### config.mk
export PLATFORM = sky130hd
export DESIGN_NAME = mem_bus_arbiter_flat
export DESIGN_NICKNAME = d
export VERILOG_FILES = /design/src/rtl/mem_bus_arbiter_if.sv /design/src/rtl/mem_bus_arbiter.sv /design/src/flat_wrapper.sv
export SDC_FILE = /design/constraint.sdc
export NUM_CORES = 1
export LEC_CHECK = 0
export CORE_MARGIN = 8
export CORE_UTILIZATION = 42
export CTS_CLUSTER_DIAMETER = 150
export DETAILED_ROUTE_END_ITERATION = 8
export PLACE_DENSITY = 0.82
export SYNTH_ARGS = -nofsm -noshare
export SYNTH_HDL_FRONTEND = slang
export SYNTH_SLANG_ARGS = --single-unit
### constraint.sdc
create_clock -name clk -period 2.7 [get_ports clk]
set_input_delay 0.405 -clock clk [delete_from_list [all_inputs] [get_ports clk]]
set_output_delay 0.405 -clock clk [all_outputs]
set_load 0.02 [all_outputs]
### src/rtl/mem_bus_arbiter_if.sv
// mem_bus_arbiter_if: IFU/LSU request-response and memory-port signals shared by the arbiter
// Ports: slave = arbiter view (takes fetch/load-store requests, drives the memory port),
//        master = environment view (cores and memory model).
interface mem_bus_arbiter_if #(
  parameter int ADDR_W = 32,
  parameter int DATA_W = 32
);
  logic              if_req_valid;
  logic              if_req_ready;
  logic [ADDR_W-1:0] if_addr;
  logic              if_rsp_valid;
  logic [DATA_W-1:0] if_rsp_data;
  logic              flush_i;
  logic              ls_req_valid;
  logic              ls_req_ready;
  logic [ADDR_W-1:0] ls_addr;
  logic              ls_we;
  logic [DATA_W-1:0] ls_wdata;
  logic [DATA_W/8-1:0] ls_wstrb;
  logic              ls_rsp_valid;
  logic [DATA_W-1:0] ls_rsp_data;
  logic              mem_req_valid;
  logic              mem_req_ready;
  logic [ADDR_W-1:0] mem_addr;
  logic              mem_we;
  logic [DATA_W-1:0] mem_wdata;
  logic [DATA_W/8-1:0] mem_wstrb;
  logic              mem_rsp_valid;
  logic [DATA_W-1:0] mem_rsp_data;
  logic [1:0]        owner_o;
  modport slave (
    input  if_req_valid, if_addr, flush_i, ls_req_valid, ls_addr, ls_we, ls_wdata, ls_wstrb,
           mem_req_ready, mem_rsp_valid, mem_rsp_data,
    output if_req_ready, if_rsp_valid, if_rsp_data, ls_req_ready, ls_rsp_valid, ls_rsp_data,
           mem_req_valid, mem_addr, mem_we, mem_wdata, mem_wstrb, owner_o
  );
  modport master (
    output if_req_valid, if_addr, flush_i, ls_req_valid, ls_addr, ls_we, ls_wdata, ls_wstrb,
           mem_req_ready, mem_rsp_valid, mem_rsp_data,
    input  if_req_ready, if_rsp_valid, if_rsp_data, ls_req_ready, ls_rsp_valid, ls_rsp_data,
           mem_req_valid, mem_addr, mem_we, mem_wdata, mem_wstrb, owner_o
  );
endinterface

### src/rtl/mem_bus_arbiter.sv
// mem_bus_arbiter: shares one memory port between fetch (IFU) and load/store (LSU), one transaction at a time
// Ports: clk, rst_n (async, active-low), bus (mem_bus_arbiter_if.slave: both master
//        request/response channels, flush_i, the memory request/response port, owner_o).
module mem_bus_arbiter #(
  parameter int ADDR_W     = 32,
  parameter int DATA_W     = 32,
  parameter int STARVE_MAX = 4
) (
  input  logic               clk,
  input  logic               rst_n,
  mem_bus_arbiter_if.slave   bus
);
  typedef enum logic [1:0] {IDLE, REQ, RSP} state_t;
  localparam logic [1:0] OWN_IF = 2'b01;
  localparam logic [1:0] OWN_LS = 2'b10;
  state_t              state_q, state_d;
  logic [1:0]          owner_q, owner_d;
  logic [3:0]          starve_q, starve_d;
  logic                drop_q, drop_d;
  logic [ADDR_W-1:0]   addr_q, addr_d;
  logic                we_q, we_d;
  logic [DATA_W-1:0]   wdata_q, wdata_d;
  logic [DATA_W/8-1:0] wstrb_q, wstrb_d;
  logic                if_rsp_valid_q, if_rsp_valid_d, ls_rsp_valid_q, ls_rsp_valid_d;
  logic [DATA_W-1:0]   if_rsp_data_q, if_rsp_data_d, ls_rsp_data_q, ls_rsp_data_d;
  logic                if_v, starved, gnt_if, gnt_ls, rsp_fire;
  // A flushed fetch request is treated as absent for arbitration and starvation.
  assign if_v     = bus.if_req_valid & ~bus.flush_i;
  assign starved  = starve_q == 4'(STARVE_MAX);
  assign gnt_if   = state_q == IDLE & if_v & (~bus.ls_req_valid | starved);
  assign gnt_ls   = state_q == IDLE & bus.ls_req_valid & ~gnt_if;
  assign rsp_fire = state_q == RSP & bus.mem_rsp_valid;
  always_ff @(posedge clk or negedge rst_n) begin
    if (!rst_n) state_q <= IDLE;
    else        state_q <= state_d;
  end
  always_comb begin
    state_d = (gnt_if | gnt_ls)                   ? REQ  :
              (state_q == REQ & bus.mem_req_ready) ? RSP  :
              rsp_fire                             ? IDLE : state_q;
  end
  always_comb begin
    bus.if_req_ready  = gnt_if;
    bus.ls_req_ready  = gnt_ls;
    bus.mem_req_valid = state_q == REQ;
  end
  always_comb begin
    owner_d        = gnt_if ? OWN_IF : gnt_ls ? OWN_LS : rsp_fire ? 2'b00 : owner_q;
    starve_d       = gnt_if ? 4'd0 : (gnt_ls & if_v & ~starved) ? starve_q + 4'd1 : starve_q;
    // Sticky across REQ/RSP so a flush coincident with the response still drops it.
    drop_d         = state_d == IDLE ? 1'b0 : drop_q | (bus.flush_i & owner_q == OWN_IF);
    addr_d         = gnt_if ? bus.if_addr : gnt_ls ? bus.ls_addr : addr_q;
    we_d           = gnt_ls ? bus.ls_we : gnt_if ? 1'b0 : we_q;
    wdata_d        = gnt_ls ? bus.ls_wdata : gnt_if ? '0 : wdata_q;
    wstrb_d        = gnt_ls ? bus.ls_wstrb : gnt_if ? '0 : wstrb_q;
    if_rsp_valid_d = rsp_fire & owner_q == OWN_IF & ~drop_q & ~bus.flush_i;
    ls_rsp_valid_d = rsp_fire & owner_q == OWN_LS;
    if_rsp_data_d  = if_rsp_valid_d ? bus.mem_rsp_data : if_rsp_data_q;
    ls_rsp_data_d  = ls_rsp_valid_d ? bus.mem_rsp_data : ls_rsp_data_q;
  end
  always_ff @(posedge clk or negedge rst_n) begin
    if (!rst_n) begin
      owner_q        <= '0;
      starve_q       <= '0;
      drop_q         <= 1'b0;
      addr_q         <= '0;
      we_q           <= 1'b0;
      wdata_q        <= '0;
      wstrb_q        <= '0;
      if_rsp_valid_q <= 1'b0;
      ls_rsp_valid_q <= 1'b0;
      if_rsp_data_q  <= '0;
      ls_rsp_data_q  <= '0;
    end else begin
      owner_q        <= owner_d;
      starve_q       <= starve_d;
      drop_q         <= drop_d;
      addr_q         <= addr_d;
      we_q           <= we_d;
      wdata_q        <= wdata_d;
      wstrb_q        <= wstrb_d;
      if_rsp_valid_q <= if_rsp_valid_d;
      ls_rsp_valid_q <= ls_rsp_valid_d;
      if_rsp_data_q  <= if_rsp_data_d;
      ls_rsp_data_q  <= ls_rsp_data_d;
    end
  end
  assign bus.mem_addr     = addr_q;
  assign bus.mem_we       = we_q;
  assign bus.mem_wdata    = wdata_q;
  assign bus.mem_wstrb    = wstrb_q;
  assign bus.if_rsp_valid = if_rsp_valid_q;
  assign bus.if_rsp_data  = if_rsp_data_q;
  assign bus.ls_rsp_valid = ls_rsp_valid_q;
  assign bus.ls_rsp_data  = ls_rsp_data_q;
  assign bus.owner_o      = owner_q;
endmodule

### src/flat_wrapper.sv
// flat-port wrapper written by rule: the top's interface ports become plain ports
module mem_bus_arbiter_flat 
#(
  parameter int ADDR_W     = 32,
  parameter int DATA_W     = 32,
  parameter int STARVE_MAX = 4
)
  (clk, rst_n, bus_if_req_valid, bus_if_addr, bus_flush_i, bus_ls_req_valid, bus_ls_addr, bus_ls_we, bus_ls_wdata, bus_ls_wstrb, bus_mem_req_ready, bus_mem_rsp_valid, bus_mem_rsp_data, bus_if_req_ready, bus_if_rsp_valid, bus_if_rsp_data, bus_ls_req_ready, bus_ls_rsp_valid, bus_ls_rsp_data, bus_mem_req_valid, bus_mem_addr, bus_mem_we, bus_mem_wdata, bus_mem_wstrb, bus_owner_o);
  mem_bus_arbiter_if #(.ADDR_W(ADDR_W), .DATA_W(DATA_W)) bus_i ();
  input  logic clk;
  input  logic rst_n;
  input wire logic [$bits(bus_i.if_req_valid)-1:0] bus_if_req_valid;
  input wire logic [$bits(bus_i.if_addr)-1:0] bus_if_addr;
  input wire logic [$bits(bus_i.flush_i)-1:0] bus_flush_i;
  input wire logic [$bits(bus_i.ls_req_valid)-1:0] bus_ls_req_valid;
  input wire logic [$bits(bus_i.ls_addr)-1:0] bus_ls_addr;
  input wire logic [$bits(bus_i.ls_we)-1:0] bus_ls_we;
  input wire logic [$bits(bus_i.ls_wdata)-1:0] bus_ls_wdata;
  input wire logic [$bits(bus_i.ls_wstrb)-1:0] bus_ls_wstrb;
  input wire logic [$bits(bus_i.mem_req_ready)-1:0] bus_mem_req_ready;
  input wire logic [$bits(bus_i.mem_rsp_valid)-1:0] bus_mem_rsp_valid;
  input wire logic [$bits(bus_i.mem_rsp_data)-1:0] bus_mem_rsp_data;
  output wire logic [$bits(bus_i.if_req_ready)-1:0] bus_if_req_ready;
  output wire logic [$bits(bus_i.if_rsp_valid)-1:0] bus_if_rsp_valid;
  output wire logic [$bits(bus_i.if_rsp_data)-1:0] bus_if_rsp_data;
  output wire logic [$bits(bus_i.ls_req_ready)-1:0] bus_ls_req_ready;
  output wire logic [$bits(bus_i.ls_rsp_valid)-1:0] bus_ls_rsp_valid;
  output wire logic [$bits(bus_i.ls_rsp_data)-1:0] bus_ls_rsp_data;
  output wire logic [$bits(bus_i.mem_req_valid)-1:0] bus_mem_req_valid;
  output wire logic [$bits(bus_i.mem_addr)-1:0] bus_mem_addr;
  output wire logic [$bits(bus_i.mem_we)-1:0] bus_mem_we;
  output wire logic [$bits(bus_i.mem_wdata)-1:0] bus_mem_wdata;
  output wire logic [$bits(bus_i.mem_wstrb)-1:0] bus_mem_wstrb;
  output wire logic [$bits(bus_i.owner_o)-1:0] bus_owner_o;
  assign bus_i.if_req_valid = bus_if_req_valid;
  assign bus_i.if_addr = bus_if_addr;
  assign bus_i.flush_i = bus_flush_i;
  assign bus_i.ls_req_valid = bus_ls_req_valid;
  assign bus_i.ls_addr = bus_ls_addr;
  assign bus_i.ls_we = bus_ls_we;
  assign bus_i.ls_wdata = bus_ls_wdata;
  assign bus_i.ls_wstrb = bus_ls_wstrb;
  assign bus_i.mem_req_ready = bus_mem_req_ready;
  assign bus_i.mem_rsp_valid = bus_mem_rsp_valid;
  assign bus_i.mem_rsp_data = bus_mem_rsp_data;
  assign bus_if_req_ready = bus_i.if_req_ready;
  assign bus_if_rsp_valid = bus_i.if_rsp_valid;
  assign bus_if_rsp_data = bus_i.if_rsp_data;
  assign bus_ls_req_ready = bus_i.ls_req_ready;
  assign bus_ls_rsp_valid = bus_i.ls_rsp_valid;
  assign bus_ls_rsp_data = bus_i.ls_rsp_data;
  assign bus_mem_req_valid = bus_i.mem_req_valid;
  assign bus_mem_addr = bus_i.mem_addr;
  assign bus_mem_we = bus_i.mem_we;
  assign bus_mem_wdata = bus_i.mem_wdata;
  assign bus_mem_wstrb = bus_i.mem_wstrb;
  assign bus_owner_o = bus_i.owner_o;
  mem_bus_arbiter #(.ADDR_W(ADDR_W), .DATA_W(DATA_W), .STARVE_MAX(STARVE_MAX)) u_core (.clk(clk), .rst_n(rst_n), .bus(bus_i));
endmodule
==> results by group <==
Yosys
  • Area share of the largest cell type after synthesis: between 50% and 60%
  • Most numerous cell in the Yosys netlist: dfrtp_1
  • Area contributors post-synth: dfrtp_1 59%, mux2_2 20%, mux2_4 4.9%, nand2_1 4.7%, a21oi_1 3.4%
  • Compound-Gate Fraction of Synth Area: 4.90%
  • Mux cell area share after synthesis: 24.8%
  • Synth top cells by count: 144 x dfrtp_1, 106 x mux2_2, 76 x nand2_1, 41 x a21oi_1, 20 x mux2_4
  • Synthesized area per cell: 13.3 sq um
  • Post-synth EDFFs: 0
  • Synth Area in XOR/XNOR: 0%
  • Post-synthesis adder-cell area fraction: 0.410%
  • Number of distinct library cells after synthesis: 33
  • Ys async rst share: between 90% and 100%
  • Yosys warns: 0
  • Dominant cell type by area after synthesis: dfrtp_1
  • FF+latch count, synth: 144
  • Post-synthesis net count: 602
  • Post-Syn Area: ~6000 sq um
  • Largest family of logic cells by synthesized area: multiplexers
  • Ys flop type: dfrtp_1
  • Area share of and/or/nand/nor cells after synthesis: roughly 7%
  • Part of the Yosys area used for sequential elements: about three fifths
  • Post-Synthesis Cells: between 400 and 500

Finish
  • Seq. cell area: approximately 3600 sq um
  • Final Cell Area: 9680 sq um
  • Nets: between 800 and 900
  • Fraction of final layout cells sized beyond drive strength 1: between 20 and 25%
  • Ant. Diodes: 0
  • Final Non-Filler Cells: about 940
  • Area Overhead vs Synth: 58.6%
  • Fillcell total: around 1000
  • Multi-input logic area: 2280 sq um

Timing
  • Setup TNS: 0 ns
  • FMAX: roughly 0.43 GHz
  • Clock Skew: ~0.011 ns
  • # setup viols final: 0
  • Max Transition Viols Final: 0
  • Crit path time final: ~2.3 ns
  • Worst-margin pin slew: ~0.80 ns
  • RSZ-0062 raised after global routing: false
  • Max-slew headroom: 46.5%
  • Setup WS post-layout: around 0.39 ns
  • Final Cycle Share: between 80 and 90%
  • Final hold violations: 0

Flow run
  • Max_cap viols: 0

CTS
  • Clock root buffer: clkbuf_16
  • Clock Latency Late Sink: 0.41 ns
  • Clock slew at reported path FFs: 0.06 ns
  • CTS tree: done
  • Max Buffers Root-to-Sink: 2
  • CTS H-tree depth: 4
  • Number of buffers created by CTS: 17
  • Num Clock Sinks: 144
  • Setup Buffers After CTS: 0

Setup path
  • Setup CP Type: reg2out
  • R2R cell count: 4
  • R2r startpoint: u_core.state_q[1]
  • Reg-to-reg endpoint: u_core.bus.mem_addr[13]
  • Crit-path slowest cell: or4b_4
  • Crit path max fanout: 9
  • Worst path required time: between 2 and 2.5 ns
  • Setup crit start kind: flip-flop
  • Crit path capture type: output port
  • Worst EP arrival: 1.90 ns
  • Slack of the worst reg-to-reg path: 0.43 ns
  • Worst-path cell chain: or4b_4 -> a21oi_4 -> nor2_1 -> dlymetal6s2s_1
  • CP peak stage delay: around 0.57 ns

Floorplan
  • Die H: 137 microns
  • Die area: around 19000 sq um
  • Width of the die: roughly 140 microns
  • Total core area: approximately 14000 sq um
  • Rows: 44
  • Starting Density: a little over two fifths
  • # IOs: 280

Detailed routing
  • # DRC: 0
  • Avg WL per Cell: 19.7 microns
  • Post-route ant nets: 0
  • Detailed Route WL: about 18000 microns
  • DR pass1 iterations: 5
  • Initial drt markers: approximately 180
  • DR vias/cell: 5.00
  • DR vias: roughly 4700

GRT
  • Antenna violations before repair: 0
  • Total Routing Usage GR: about 20%
  • First-pass GRT wire length: between 20000 and 30000 microns
  • Largest net degree at the start of global routing: just over 70
  • Remaining global-route overflow: 0
  • Vias in the first global route: around 5200

Min path
  • HP Start: u_core.bus.if_rsp_data[24]
  • Hold WC Path Type: reg2reg
  • Hold EP: u_core.bus.if_rsp_data[24]
  • Hold Path Depth: 1

Pwr
  • Pwr per Cell Area: 1160 nW/um^2
  • Maximum vdd drop: 0.000545 V
  • Lkg Pwr: 4.21 nW

Run status
  • Status: finished clean

Placed design
  • Place WS: a little over 0.05 ns
  • Detailed Place HPWL: roughly 14000 microns
  • Post-placement cell area: 9060 sq um
  • Placed cells: 906
  • Routability cong.: ~0.78
  • Port bufs: approximately 280
## cell families (layout without fill, tap and decap cells)
group                      after synthesis  in the layout
adders and majority gates                2              2
buffers and inverters                   36            331
DFF                                    144            144
muxes                                  128            128
AOI/OAI and AO/OA                       53             53
and+or+nand+nor                         97             97
## per-layer routing
layer	up-vias	GRT usage, %	wire, microns	share of wire, %
met4	0	8.24	454	2.5
met1	2268	21.4	6860	37
li1	2147	-	-	-
met3	29	9.73	2480	13
met5	-	0	0	0
met2	253	32.5	8670	47
## power breakdown
group	switching, mW	total (mW)	internal, mW
Sequential	0.558	3.65	3.09
Combinational	2.44	5.24	2.80
Clock	0.900	2.38	1.48
Total	3.90	11.3	7.38
## sequential cells by signal (all words and copies together) (netlist names)
signal / count
u_core.bus.mem_we: 1
u_core.bus.if_rsp_data: 32
u_core.starve_q: 4
u_core.bus.mem_wdata: 32
u_core.bus.if_rsp_valid: 1
u_core.bus.mem_wstrb: 4
u_core.bus.ls_rsp_valid: 1
u_core.state_q: 2
u_core.drop_q: 1
u_core.bus.mem_addr: 32
u_core.bus.owner_o: 2
u_core.bus.ls_rsp_data: 32
## placed cells by master (no fill, tap or decap), types with 3 or more instances in the layout
cell / n
clkdlybuf4s50_1: 276
dfrtp_1: 144
mux2_2: 106
nand2_1: 76
a21oi_1: 41
mux2_4: 20
clkbuf_16: 17
buf_4: 9
inv_1: 7
nor2_1: 6
nand2b_1: 3
nand3b_1: 3
bufinv_16: 3
clkinvlp_4: 3
buf_12: 3
## timing repair
action	in CTS	in global routing
hold buffers	1	0
hold endpoints to repair	53	0
setup endpoints to repair	0	2
gates resized for setup	0	2
## cell type report
class	count	share of cell area [%]
inverters	7	0.271
flip-flops and latches	144	37.2
repair buffers	292	30.3
multi-input cells	280	23.6
well taps	184	2.38
clock buffers	20	4.61
clock inverters	12	1.63
## worst max-delay path by stage
stage                                 start  cells after the start                      end  slack (ns)
final                     u_core.state_q[1]                      4         bus_ls_req_ready        0.39
after global routing      u_core.state_q[1]                      4         bus_ls_req_ready        0.34
after CTS                 u_core.state_q[1]                      3         bus_if_req_ready        0.02
after detailed placement   bus_if_req_valid                      5  u_core.bus.mem_addr[13]        0.05
after global placement     bus_if_req_valid                      4         bus_if_req_ready        0.10
after floorplan           u_core.state_q[1]                      7         bus_ls_req_ready        0.51
## metrics by stage
| stage | utilization (%) | power (mW) | hold slack, ns |
|---|---|---|---|
| 3_5_place_dp | 63.1 | 8.99 | 0.419 |
| 6_report | 67.4 | 11.3 | 0.508 |
| 4_1_cts | 67.4 | 11.4 | 0.511 |
| 3_3_place_gp | 63.1 | 8.78 | 0.398 |
| 5_1_grt | 67.4 | 11.9 | 0.524 |
| 2_1_floorplan | - | 6.39 | 0.109 |
## worst max-delay path: cells and delay by family (launching register included)
kind,cells,cell delay (ns)
AOI/OAI and AO/OA,1,0.17
buffers and inverters,1,0.21
DFF,1,0.47
and+or+nand+nor,2,0.64
No activity file was read; power rests on OpenSTA's default activity.
